<file path="src/rtl/pattern_detect_sched_if.sv">
// Result channel of the pattern-detect scheduler: a valid/ready handshake
// carrying the requester index, the match count and the abort flag.
interface pattern_detect_sched_if #(
    parameter int CNT_W = 4
);
    logic             res_valid;
    logic             res_ready;
    logic [1:0]       res_id;
    logic [CNT_W-1:0] res_count;
    logic             res_abort;

    modport master (
        output res_valid,
        output res_id,
        output res_count,
        output res_abort,
        input  res_ready
    );

    modport slave (
        input  res_valid,
        input  res_id,
        input  res_count,
        input  res_abort,
        output res_ready
    );
endinterface

</file>
<file path="src/rtl/pattern_detect_sched.sv">
// Round-robin scheduler that time-shares one external "01" Moore detector
// among four serial requesters. Each grant clears the detector, streams
// BURST bits of the owner's serial input through it, absorbs the detector's
// one-cycle output latency, and reports how many matches were seen. The
// owner dropping its request mid-burst ends the burst early with an abort.
module pattern_detect_sched #(
    parameter int NREQ  = 4,
    parameter int BURST = 8,
    parameter int CNT_W = 4
) (
    input  logic            clk,
    input  logic            reset,
    input  logic [NREQ-1:0] req,
    input  logic [NREQ-1:0] bit_in,
    output logic [NREQ-1:0] gnt,
    output logic            det_a,
    output logic            det_clr,
    input  logic            det_y,
    output logic            busy,
    pattern_detect_sched_if.master res
);

    localparam int ID_W  = 2;
    localparam int BIT_W = 4;

    typedef enum logic [2:0] {
        IDLE,
        CLEAR,
        RUN,
        DRAIN,
        REPORT
    } state_t;

    state_t           state_q, state_d;
    logic [ID_W-1:0]  cur_id_q, cur_id_d;
    logic [ID_W-1:0]  last_id_q, last_id_d;
    logic [BIT_W-1:0] bit_cnt_q, bit_cnt_d;
    logic [CNT_W-1:0] match_cnt_q, match_cnt_d;
    logic             abort_q, abort_d;

    logic [ID_W-1:0]  pick_id;
    logic [ID_W-1:0]  cand;
    logic             pick_found;

    // Round-robin pick: first active request after the last served requester
    // (the last served one is considered last, so a lone requester still wins).
    always_comb begin
        pick_found = 1'b0;
        pick_id    = '0;
        cand       = '0;
        for (int k = 1; k <= NREQ; k++) begin
            cand = last_id_q + ID_W'(k);
            if (!pick_found && req[cand]) begin
                pick_found = 1'b1;
                pick_id    = cand;
            end
        end
    end

    // Next-state and output decode; the detector input idles at 1 so a
    // stray 0 can never arm it outside a burst.
    always_comb begin
        state_d       = state_q;
        cur_id_d      = cur_id_q;
        last_id_d     = last_id_q;
        bit_cnt_d     = bit_cnt_q;
        match_cnt_d   = match_cnt_q;
        abort_d       = abort_q;
        gnt           = '0;
        det_a         = 1'b1;
        det_clr       = 1'b0;
        res.res_valid = 1'b0;

        unique case (state_q)
            IDLE: begin
                if (|req) begin
                    cur_id_d = pick_id;
                    state_d  = CLEAR;
                end
            end
            CLEAR: begin
                gnt         = NREQ'(1) << cur_id_q;
                det_clr     = 1'b1;
                bit_cnt_d   = '0;
                match_cnt_d = '0;
                abort_d     = 1'b0;
                state_d     = RUN;
            end
            RUN: begin
                gnt       = NREQ'(1) << cur_id_q;
                det_a     = bit_in[cur_id_q];
                bit_cnt_d = bit_cnt_q + BIT_W'(1);
                if (det_y) begin
                    match_cnt_d = match_cnt_q + CNT_W'(1);
                end
                if (!req[cur_id_q]) begin
                    abort_d = 1'b1;
                    state_d = REPORT;
                end else if (bit_cnt_q == BIT_W'(BURST - 1)) begin
                    state_d = DRAIN;
                end
            end
            DRAIN: begin
                gnt = NREQ'(1) << cur_id_q;
                if (det_y) begin
                    match_cnt_d = match_cnt_q + CNT_W'(1);
                end
                state_d = REPORT;
            end
            REPORT: begin
                res.res_valid = 1'b1;
                if (res.res_ready) begin
                    last_id_d = cur_id_q;
                    state_d   = IDLE;
                end
            end
            default: begin
                state_d = IDLE;
            end
        endcase
    end

    // State register; reset parks last_id at 3 so the first search starts at 0.
    always_ff @(posedge clk or negedge reset) begin
        if (!reset) begin
            state_q     <= IDLE;
            cur_id_q    <= '0;
            last_id_q   <= ID_W'(NREQ - 1);
            bit_cnt_q   <= '0;
            match_cnt_q <= '0;
            abort_q     <= 1'b0;
        end else begin
            state_q     <= state_d;
            cur_id_q    <= cur_id_d;
            last_id_q   <= last_id_d;
            bit_cnt_q   <= bit_cnt_d;
            match_cnt_q <= match_cnt_d;
            abort_q     <= abort_d;
        end
    end

    assign busy          = (state_q != IDLE);
    assign res.res_id    = cur_id_q;
    assign res.res_count = match_cnt_q;
    assign res.res_abort = abort_q;

endmodule

</file>
<file path="src/flat_wrapper.sv">
// flat-port wrapper written by rule: the top's interface ports become plain ports
module pattern_detect_sched_flat 
#(
    parameter int NREQ  = 4,
    parameter int BURST = 8,
    parameter int CNT_W = 4
)
  (clk, reset, req, bit_in, gnt, det_a, det_clr, det_y, busy, res_res_valid, res_res_id, res_res_count, res_res_abort, res_res_ready);
  pattern_detect_sched_if #(.CNT_W(CNT_W)) res_i ();
  input  logic clk;
  input  logic reset;
  input  logic [NREQ-1:0] req;
  input  logic [NREQ-1:0] bit_in;
  output logic [NREQ-1:0] gnt;
  output logic det_a;
  output logic det_clr;
  input  logic det_y;
  output logic busy;
  output wire logic [$bits(res_i.res_valid)-1:0] res_res_valid;
  output wire logic [$bits(res_i.res_id)-1:0] res_res_id;
  output wire logic [$bits(res_i.res_count)-1:0] res_res_count;
  output wire logic [$bits(res_i.res_abort)-1:0] res_res_abort;
  input wire logic [$bits(res_i.res_ready)-1:0] res_res_ready;
  assign res_res_valid = res_i.res_valid;
  assign res_res_id = res_i.res_id;
  assign res_res_count = res_i.res_count;
  assign res_res_abort = res_i.res_abort;
  assign res_i.res_ready = res_res_ready;
  pattern_detect_sched #(.NREQ(NREQ), .BURST(BURST), .CNT_W(CNT_W)) u_core (.clk(clk), .reset(reset), .req(req), .bit_in(bit_in), .gnt(gnt), .det_a(det_a), .det_clr(det_clr), .det_y(det_y), .busy(busy), .res(res_i));
endmodule
</file>
<file path="config.mk">
export PLATFORM = sky130hd
export DESIGN_NAME = pattern_detect_sched_flat
export DESIGN_NICKNAME = d
export VERILOG_FILES = /design/src/rtl/pattern_detect_sched_if.sv /design/src/rtl/pattern_detect_sched.sv /design/src/flat_wrapper.sv
export SDC_FILE = /design/constraint.sdc
export NUM_CORES = 1
export LEC_CHECK = 0
export BUFFER_PORTS_ARGS = -buffer_cell sky130_fd_sc_hd__buf_2
export CELL_PAD_IN_SITES_DETAIL_PLACEMENT = 1
export CELL_PAD_IN_SITES_GLOBAL_PLACEMENT = 1
export CORE_MARGIN = 5
export CORE_UTILIZATION = 41
export CTS_CLUSTER_DIAMETER = 100
export DETAILED_ROUTE_END_ITERATION = 10
export HOLD_SLACK_MARGIN = 0.12
export PLACE_DENSITY = 0.9
export SKIP_LAST_GASP = 1
export SYNTH_ARGS = -nofsm -noshare
export SYNTH_HDL_FRONTEND = slang
export SYNTH_SLANG_ARGS = --single-unit
export TNS_END_PERCENT = 50
</file>
<file path="constraint.sdc">
create_clock -name clk -period 2.6 [get_ports clk]
set_input_delay 0.26 -clock clk [delete_from_list [all_inputs] [get_ports clk]]
set_output_delay 0.26 -clock clk [all_outputs]
set_load 0.005 [all_outputs]
</file>
**After elaboration in Yosys (flattened, before gate mapping)**

Cells that the tools add are included.

- Register bits after elaboration: 16
- Output and inout bits: 15
- Input bits: 12
- Word-level logic and storage cells: 78

- Reduce and logical (&&, ||, !) cells: 18
- Multiplexer cells: 33
- Equality and inequality tests: 10
- Add/subtract/negate cells: 5
- Shift-type cells: 1
- $lt $le $gt $ge: 5

Operator list:

| operator | number |
|---|---|
| $pmux W4 S2 | 2 |
| $lt A2 B3 Y1 const B | 5 |
| $pmux W3 S5 | 1 |
| $mux W1 | 13 |
| $bmux W1 S2 | 6 |
| $mux W3 | 4 |
| $add A4 B1 Y4 const B | 2 |
| $mux W2 | 4 |
| $mux W4 | 2 |
| $reduce_and A2 Y1 | 4 |
| $eq A3 B2 Y1 const B | 2 |
| $add A2 B2 Y2 const B | 2 |
| $eq A4 B3 Y1 const B | 1 |
| $ne A2 B1 Y1 const B | 2 |
| $ne A2 B2 Y1 const B | 2 |
| $reduce_bool A2 Y1 | 2 |
| $reduce_or A4 Y1 | 1 |
| $shl A1 B2 Y4 const A | 1 |
| $eq A3 B1 Y1 const B | 1 |
| $eq A3 B3 Y1 const B | 1 |
| $logic_and A1 B1 Y1 | 3 |
| $logic_not A1 Y1 | 3 |
| $logic_not A3 Y1 | 1 |
| $ne A3 B3 Y1 const B | 1 |
| other kinds (6) | 6 |

**Depth between registers and ports, before layout**

Gate-level depths: netlist of run 1.

- Word-level depth: 13
- Depth in mapped cells: 5
- Mapped depth without buffers: 5

**Worst setup path before layout of run 1**

Ideal clock, no wire load.

- Path type: register to output
- Start: register u_core.cur_id_q[0], in the netlist u_core.res.res_id[0]
- End: output port det_a
- Cell stages (with the launch flop): 4
- Path buffers: 1
- Slack: 1.025 ns
- Arrival time: 1.315 ns
- Data required time: 2.340 ns
- Cell sequence: dfrtp_1 -> buf_6 -> mux4_2 -> or3_1

- Cells in the longest elaborated chain, start to end: 3

RTL lines:

| element | line | text |
|---|---|---|
| start: declaration | pattern_detect_sched.sv:35 | `logic [ID_W-1:0] cur_id_q, cur_id_d;` |
| start signal: assignment | pattern_detect_sched.sv:134 | `cur_id_q <= cur_id_d;` |
| $bmux W1 S2 | pattern_detect_sched.sv:91 | `det_a = bit_in[cur_id_q];` |
| $mux W1 (not written as such) | pattern_detect_sched.sv:91 |  |
| $mux W1 | pattern_detect_sched.sv:74 | `unique case (state_q)` |
| end: declaration | flat_wrapper.sv:15 | `output logic det_a;` |

Every way passes these cells. The select of a mux whose other input is x is not followed.

**Final worst setup path of run 1**

- Start: register u_core.state_q[0]
- End: output port gnt[2]

- Cells in the longest elaborated chain, start to end: 3

RTL lines:

| element | line | text |
|---|---|---|
| start: declaration | pattern_detect_sched.sv:34 | `state_t state_q, state_d;` |
| start signal: assignment | pattern_detect_sched.sv:133 | `state_q <= state_d;` |
| $eq A3 B1 Y1 or $eq A3 B2 Y1 (tied branches) | pattern_detect_sched.sv:74 |  |
| $reduce_or A3 Y1 (no line) * | -- |  |
| $mux W4 * | -- |  |
| end: declaration | flat_wrapper.sv:14 | `output logic [NREQ-1:0] gnt;` |

Every way passes the cells marked *; elsewhere a longest branch is shown, timed or not.

==> metrics.txt, run 1 <==
status completed; Area Growth Syn to Fin 18.2%; GRT Util Overall 18.7%; CP top delay family simple AND/OR/NAND/NOR gates; GP Congestion 0.732; Placed Area 1150 um2; Worst Path Buf+Inv 1; MaxCap Viol Count 0; number of library cell types mapped by synthesis 38; Vias 957; total global routing overflow 0; nets@finish 149; 1st-pass router iterations 4; Skew-Pair Late Insertion Delay 0.28 ns; Worst Reg-to-Reg Cells 3; IO buf count 26; Initial Util 42.0%; sequential power share 42.6%; TNS Setup 0 ns; placed wire-length estimate 2130 um; Yosys reg bits 16; CP max-delay cell dfrtp_1; largest net degree at the start of global routing 18; routed len/inst 18.0 um; Post-Syn Nets 123; hold_ws 0.203 ns; Clock Sinks 16; fraction of registers with async set/reset 100%; xor and xnor area share after synthesis 0.865%; clk root buf clkbuf_4; # resized after CTS 0; Synth Area in Simple Gates 21.9%; Design Area, Final 1200 um2; Die Area 3560 um2; Avg Inst Size Synth 9.29 um2; prevailing post-synth register cell dfrtp_1; cell taking the most area after synthesis dfrtp_1; worst min path class in -> reg; Setup CP Type reg -> out; Clk pwr share 12.0%; number of synthesized flops with an enable pin 0; internal power 0.765 mW; Core Rows 18; Worst VDD drop 0.000629 V; initial antenna violation count 0; clock buffer depth 2; CTS buffer count 3; mux contribution to synthesized area 9.77%; Tmin final 2.15 ns; fillers 300; highest clock rate 465 MHz; first-pass GRT wire length 5020 um; post-layout power 1.36 mW; CTS tree done; Slew @ Worst Pin 0.555 ns; CP max FO 16; Seq/Total Area, Yosys 39.8%; largest family of logic cells by synthesized area simple AND/OR/NAND/NOR gates; Largest stage delay, worst path 0.69 ns; Slew Limit Fails 0; commonest cells in the netlist 14 x dfrtp_1, 10 x o21ai_0, 9 x a21oi_1, 8 x nand2_1, 7 x inv_1; initial DRC count 25; worst endpoint data arrival time 1.89 ns; Yosys top cell area share 34.6%; Final ANT Viol Nets 0; Setup crit start kind register; Worst Skew 0.00230 ns; crit path cell chain nor2_1 -> or2_1 -> nor3b_1 -> buf_2; worst path required time 2.34 ns; width of the die 59.7 um; CTS Hold Bufs 1; Non-Filler Instances 164; FF-to-FF End u_core.res.res_id[0]$_DFFE_PN0P_; switching share of total power 43.7%; combinational share of power 45.3%; r2r setup slk 0.83 ns; Synth area leaders dfrtp_1 35%, dfstp_2 5.2%, o21ai_0 4.9%; # setup viols final 0; Clock transition at path regs 0.10 ns; RR Startpoint u_core.state_q[2]$_DFFE_PN0P_; Worst Setup SP u_core.state_q[0]$_DFFE_PN0P_; P_sw 0.595 mW; RSZ-0062 raised after global routing no; Syn Inst Count 109; Synth Area in Compound Gates 19.7%; Post-CTS Repair Setup Buffers 0; layout cells sized above 1 29.1%; Pleak 0.565 nW; Die Ht 59.7 um; vias in the first global route 1012; Inst Count DP 159; power density cells 1140 nW/um2; final wirelength 2940 um; CTS H-tree depth 1; Vias/cell 5.84; Antenna diodes 0; Final Hold Vio Count 0; crit path capture type primary output; # IOs 27; Remaining DRCs 0; Post-Synth Adder-Cell Area 2.47%; synth warn 0; final period utilization 82.8%; Setup crit end gnt[2]; max_slew headroom 63.0%; Mapped Area 1010 um2; critical path depth 4; most frequent cell after synthesis dfrtp_1; CORE AREA 2410 um2
==> worst register-to-register path, stage by stage (launching register included) <==
cell	delay (ns)
dfrtp_1	0.60
or3_1	0.50
nor2_2	0.21
mux2_2	0.36
==> stage by stage <==
step	setup slack, ns	utilization (%)
finish	0.448	49.6
global route	0.258	49.6
CTS	0.430	49.6
detailed placement	0.754	47.7
global placement	0.854	47.7
floorplan	1.03	-
==> power groups by stage <==
stage                     Sequential, mW  Combinational, mW  Clock, mW
final                              0.580              0.616      0.164
after global routing               0.608              0.689      0.183
after CTS                          0.575              0.624      0.169
after detailed placement           0.580              0.612          0
after global placement             0.563              0.579          0
after floorplan                    0.466              0.508          0
==> routing by layer <==
layer	routed length, um	part of all wire, %	up-vias	global-route usage (%)
met5	0	0	-	0
met4	31	1.1	0	7.28
met3	137	4.7	4	3.46
met2	1450	49	25	30.6
met1	1320	45	473	24.3
li1	-	-	455	-
==> how the worst min path moves through the flow <==
stage | from | endpoint | slack [ns] | depth (start not counted)
2_1_floorplan | reset | u_core.bit_cnt_q[0]$_DFFE_PN0P_ | -0.04 | 0
3_3_place_gp | reset | u_core.res.res_count[0]$_DFFE_PN0P_ | 0.19 | 1
3_5_place_dp | reset | u_core.res.res_count[2]$_DFFE_PN0P_ | 0.20 | 1
4_1_cts | res_res_ready | u_core.state_q[2]$_DFFE_PN0P_ | 0.19 | 2
5_1_grt | res_res_ready | u_core.state_q[2]$_DFFE_PN0P_ | 0.20 | 2
6_report | res_res_ready | u_core.state_q[2]$_DFFE_PN0P_ | 0.20 | 2
==> sequential cells by signal, summed over array words and instances, names as in the netlist <==
| register | count |
|---|---|
| u_core.res.res_abort | 1 |
| u_core.last_id_q | 2 |
| u_core.bit_cnt_q | 4 |
| u_core.res.res_id | 2 |
| u_core.res.res_count | 4 |
| u_core.state_q | 3 |
==> cell families after synthesis <==
| family | count (synthesis) |
|---|---|
| xor+xnor | 1 |
| flops | 16 |
| fa+ha+maj | 2 |
| mux | 7 |
| compound gates | 32 |
| simple gates | 38 |
| buf+inv | 13 |
==> cells in the final DEF, fill, tap and decap left out, types with 2 or more instances in the layout <==
| master | netlist | final |
|---|---|---|
| nand2b_1 | 3 | 3 |
| o22ai_1 | 2 | 2 |
| a22oi_1 | 2 | 2 |
| inv_1 | 7 | 7 |
| mux2_2 | 3 | 3 |
| or3_1 | 2 | 2 |
| a21oi_1 | 9 | 9 |
| nand2_1 | 8 | 8 |
| ha_1 | 2 | 2 |
| nor3_1 | 4 | 4 |
| dfrtp_1 | 14 | 14 |
| mux2i_1 | 2 | 2 |
| a22o_1 | 2 | 2 |
| clkbuf_4 | 0 | 3 |
| a21o_1 | 2 | 2 |
| mux4_2 | 2 | 2 |
| nor3b_1 | 4 | 4 |
| nor4_1 | 2 | 2 |
| nor2_1 | 5 | 5 |
| dfstp_2 | 2 | 2 |
| buf_2 | 0 | 26 |
| o21ai_0 | 10 | 10 |
==> area by class of cell <==
| class | instances | area (um2) | area share (%) |
|---|---|---|---|
| Multi-Input combinational cell | 80 | 553 | 46.2 |
| Inverter | 7 | 26.3 | 2.20 |
| Clock buffer | 4 | 36.3 | 3.03 |
| Sequential cell | 16 | 403 | 33.7 |
| Timing Repair Buffer | 27 | 140 | 11.7 |
| Tap cell | 30 | 37.5 | 3.14 |
(Power assumes the default switching activity.)
==> run 2: changes to the inputs <==
--- a/config.mk
+++ b/config.mk
@@ -9,11 +9,11 @@
 export CELL_PAD_IN_SITES_DETAIL_PLACEMENT = 1
 export CELL_PAD_IN_SITES_GLOBAL_PLACEMENT = 1
 export CORE_MARGIN = 5
-export CORE_UTILIZATION = 41
+export CORE_UTILIZATION = 34
 export CTS_CLUSTER_DIAMETER = 100
 export DETAILED_ROUTE_END_ITERATION = 10
 export HOLD_SLACK_MARGIN = 0.12
-export PLACE_DENSITY = 0.9
+export PLACE_DENSITY = 0.8
 export SKIP_LAST_GASP = 1
 export SYNTH_ARGS = -nofsm -noshare
 export SYNTH_HDL_FRONTEND = slang
==> constraint.sdc (replaced) <==
create_clock -name clk -period 1.8 [get_ports clk]
set_input_delay 0.18 -clock clk [delete_from_list [all_inputs] [get_ports clk]]
set_output_delay 0.18 -clock clk [all_outputs]
set_load 0.005 [all_outputs]
==> run 2 against run 1 <==
Non-clock buffer count up 7. Critical endpoint is now det_a. Cell area up 4.7%. Clock-buffer cell count unchanged. The flow now finishes with violations (setup timing).
==> metrics.txt, run 2 (synthesis results as in run 1) <==
Die Area 4170 um2; status finished, violations left; total global routing overflow 0; placed wire-length estimate 2130 um; clock buffer depth 2; met1 GRT Util 17.5%; vias in the first global route 1012; worst endpoint data arrival time 1.69 ns; # setup viols final 1; Die Ht 64.6 um; leading cell type in the layout, fill and taps excluded buf_2; Tmin final 1.87 ns; CTS buffer count 3; 1st-pass router iterations 4; RSZ-0062 raised after global routing yes; Clk pwr share 12.1%; worst path required time 1.62 ns; first-pass GRT wire length 4670 um; Final Hold Vio Count 0; CTS tree done; Slew @ Worst Pin 0.472 ns; Inst Count DP 165; Initial Util 36.1%; Slew Limit Fails 0; CTS H-tree depth 1; Antenna diodes 0; Area Growth Syn to Fin 23.7%; nets@finish 156; # IOs 27; Worst Reg-to-Reg Cells 5; final period utilization 104%; MaxCap Viol Count 0; power density cells 1640 nW/um2; fin util 44.6%; layout cells sized above 1 31.9%; post-layout power 2.05 mW; worst hold path depth 3; Final Worst Setup Slack -0.0665 ns; Non-Filler Instances 172; met2 Use GR 24.0%; Worst Skew 0.00109 ns; Vias/cell 5.59; failing checks setup timing; fillers 338; internal power 1.19 mW; Vias 962; Setup WS pre-CTS 0.249 ns; Register Area 403 um2; hold_ws 0.292 ns; Final ANT Viol Nets 0; Setup CP Type reg -> out; RR Startpoint u_core.res.res_id[0]$_DFFE_PN0P_; GRT Max-Usage Layer met2; CORE AREA 2810 um2; Setup crit start kind register; Core Rows 19; GRT Util Overall 14.2%; commonest cells after routing, fill and taps aside 26 x buf_2, 14 x dfrtp_1, 10 x o21ai_0, 9 x a21oi_1, 8 x nand2_1; Worst Setup SP u_core.res.res_id[0]$_DFFE_PN0P_; highest clock rate 536 MHz; Remaining DRCs 0; area of the multi-input gates 553 um2; clk root buf clkbuf_4; initial DRC count 43; grt met3 use 3.80%; largest net degree at the start of global routing 17; max_slew headroom 68.3%; IO buf count 26; initial antenna violation count 0; worst min path class in -> reg; Clock Sinks 16; width of the die 64.6 um; HP Start req[0]; CP max FO 2; Pleak 0.599 nW; Worst VDD drop 0.000411 V; GP Congestion 0.787; Skew-Pair Late Insertion Delay 0.30 ns; switching share of total power 41.9%; routed len/inst 16.0 um; Clock transition at path regs 0.10 ns; combinational share of power 54.4%; crit path capture type primary output; sequential power share 33.5%; final wirelength 2750 um; P_sw 0.860 mW
run 2: changes by cell type in the layout (fill, tap and decap cells not counted):
cell and change:
buf_4 +6, dlygate4sd3_1 +1
run 2: area by class of cell:
class | count | share of cell area [%]
inverters | 7 | 2.10
flip-flops and latches | 16 | 32.2
repair buffers | 34 | 15.6
clock buffers | 4 | 2.90
well taps | 31 | 3.10
multi-input cells | 80 | 44.2
run 2: path summary, 6_finish.rpt:
path,slack [ns],to
hold reg to reg,0.55,u_core.res.res_count[3]$_DFFE_PN0P_
setup / recovery,-0.07,det_a
max in group asynchronous,1.17,u_core.last_id_q[1]$_DFFE_PN1P_
hold / removal,0.29,u_core.res.res_id[1]$_DFFE_PN0P_
min in group asynchronous,0.32,u_core.res.res_count[1]$_DFFE_PN0P_
setup reg to reg,0.20,u_core.state_q[1]$_DFFE_PN0P_
run 2: stage by stage:
step | cell area [um2] | TNS [ns]
after floorplan | 1010 | 0
after global placement | 1190 | 0
after detailed placement | 1190 | 0
after CTS | 1250 | -0.0869
after global routing | 1250 | -0.259
final | 1250 | -0.0665
run 2: repair_timing:
action,CTS,global route
endpoints found under the hold margin,17,0
endpoints found under the setup margin,1,3
gates resized for setup,0,0
setup buffers,1,0
hold buffers,2,0
run 2: worst max-delay path: stages (launching register included):
cell and delay [ns]:
dfrtp_1 0.38, mux4_2 0.50, or3_1 0.37, buf_2 0.14
run 2: power groups by stage:
stage | Combinational, mW | Sequential [mW] | Clock [mW]
2_1_floorplan | 0.734 | 0.673 | 0
3_3_place_gp | 1.06 | 0.677 | 0
3_5_place_dp | 1.10 | 0.695 | 0
4_1_cts | 1.13 | 0.689 | 0.257
5_1_grt | 1.26 | 0.721 | 0.269
6_report | 1.12 | 0.688 | 0.248
run 2: per-layer routing:
layer  wire length, um  up-vias  share of wire (%)
li1                  -      469                  -
met1              1250      464                 45
met2              1340       24                 49
met3               120        5                4.4
met4                42        0                1.5
met5                 0        -                  0
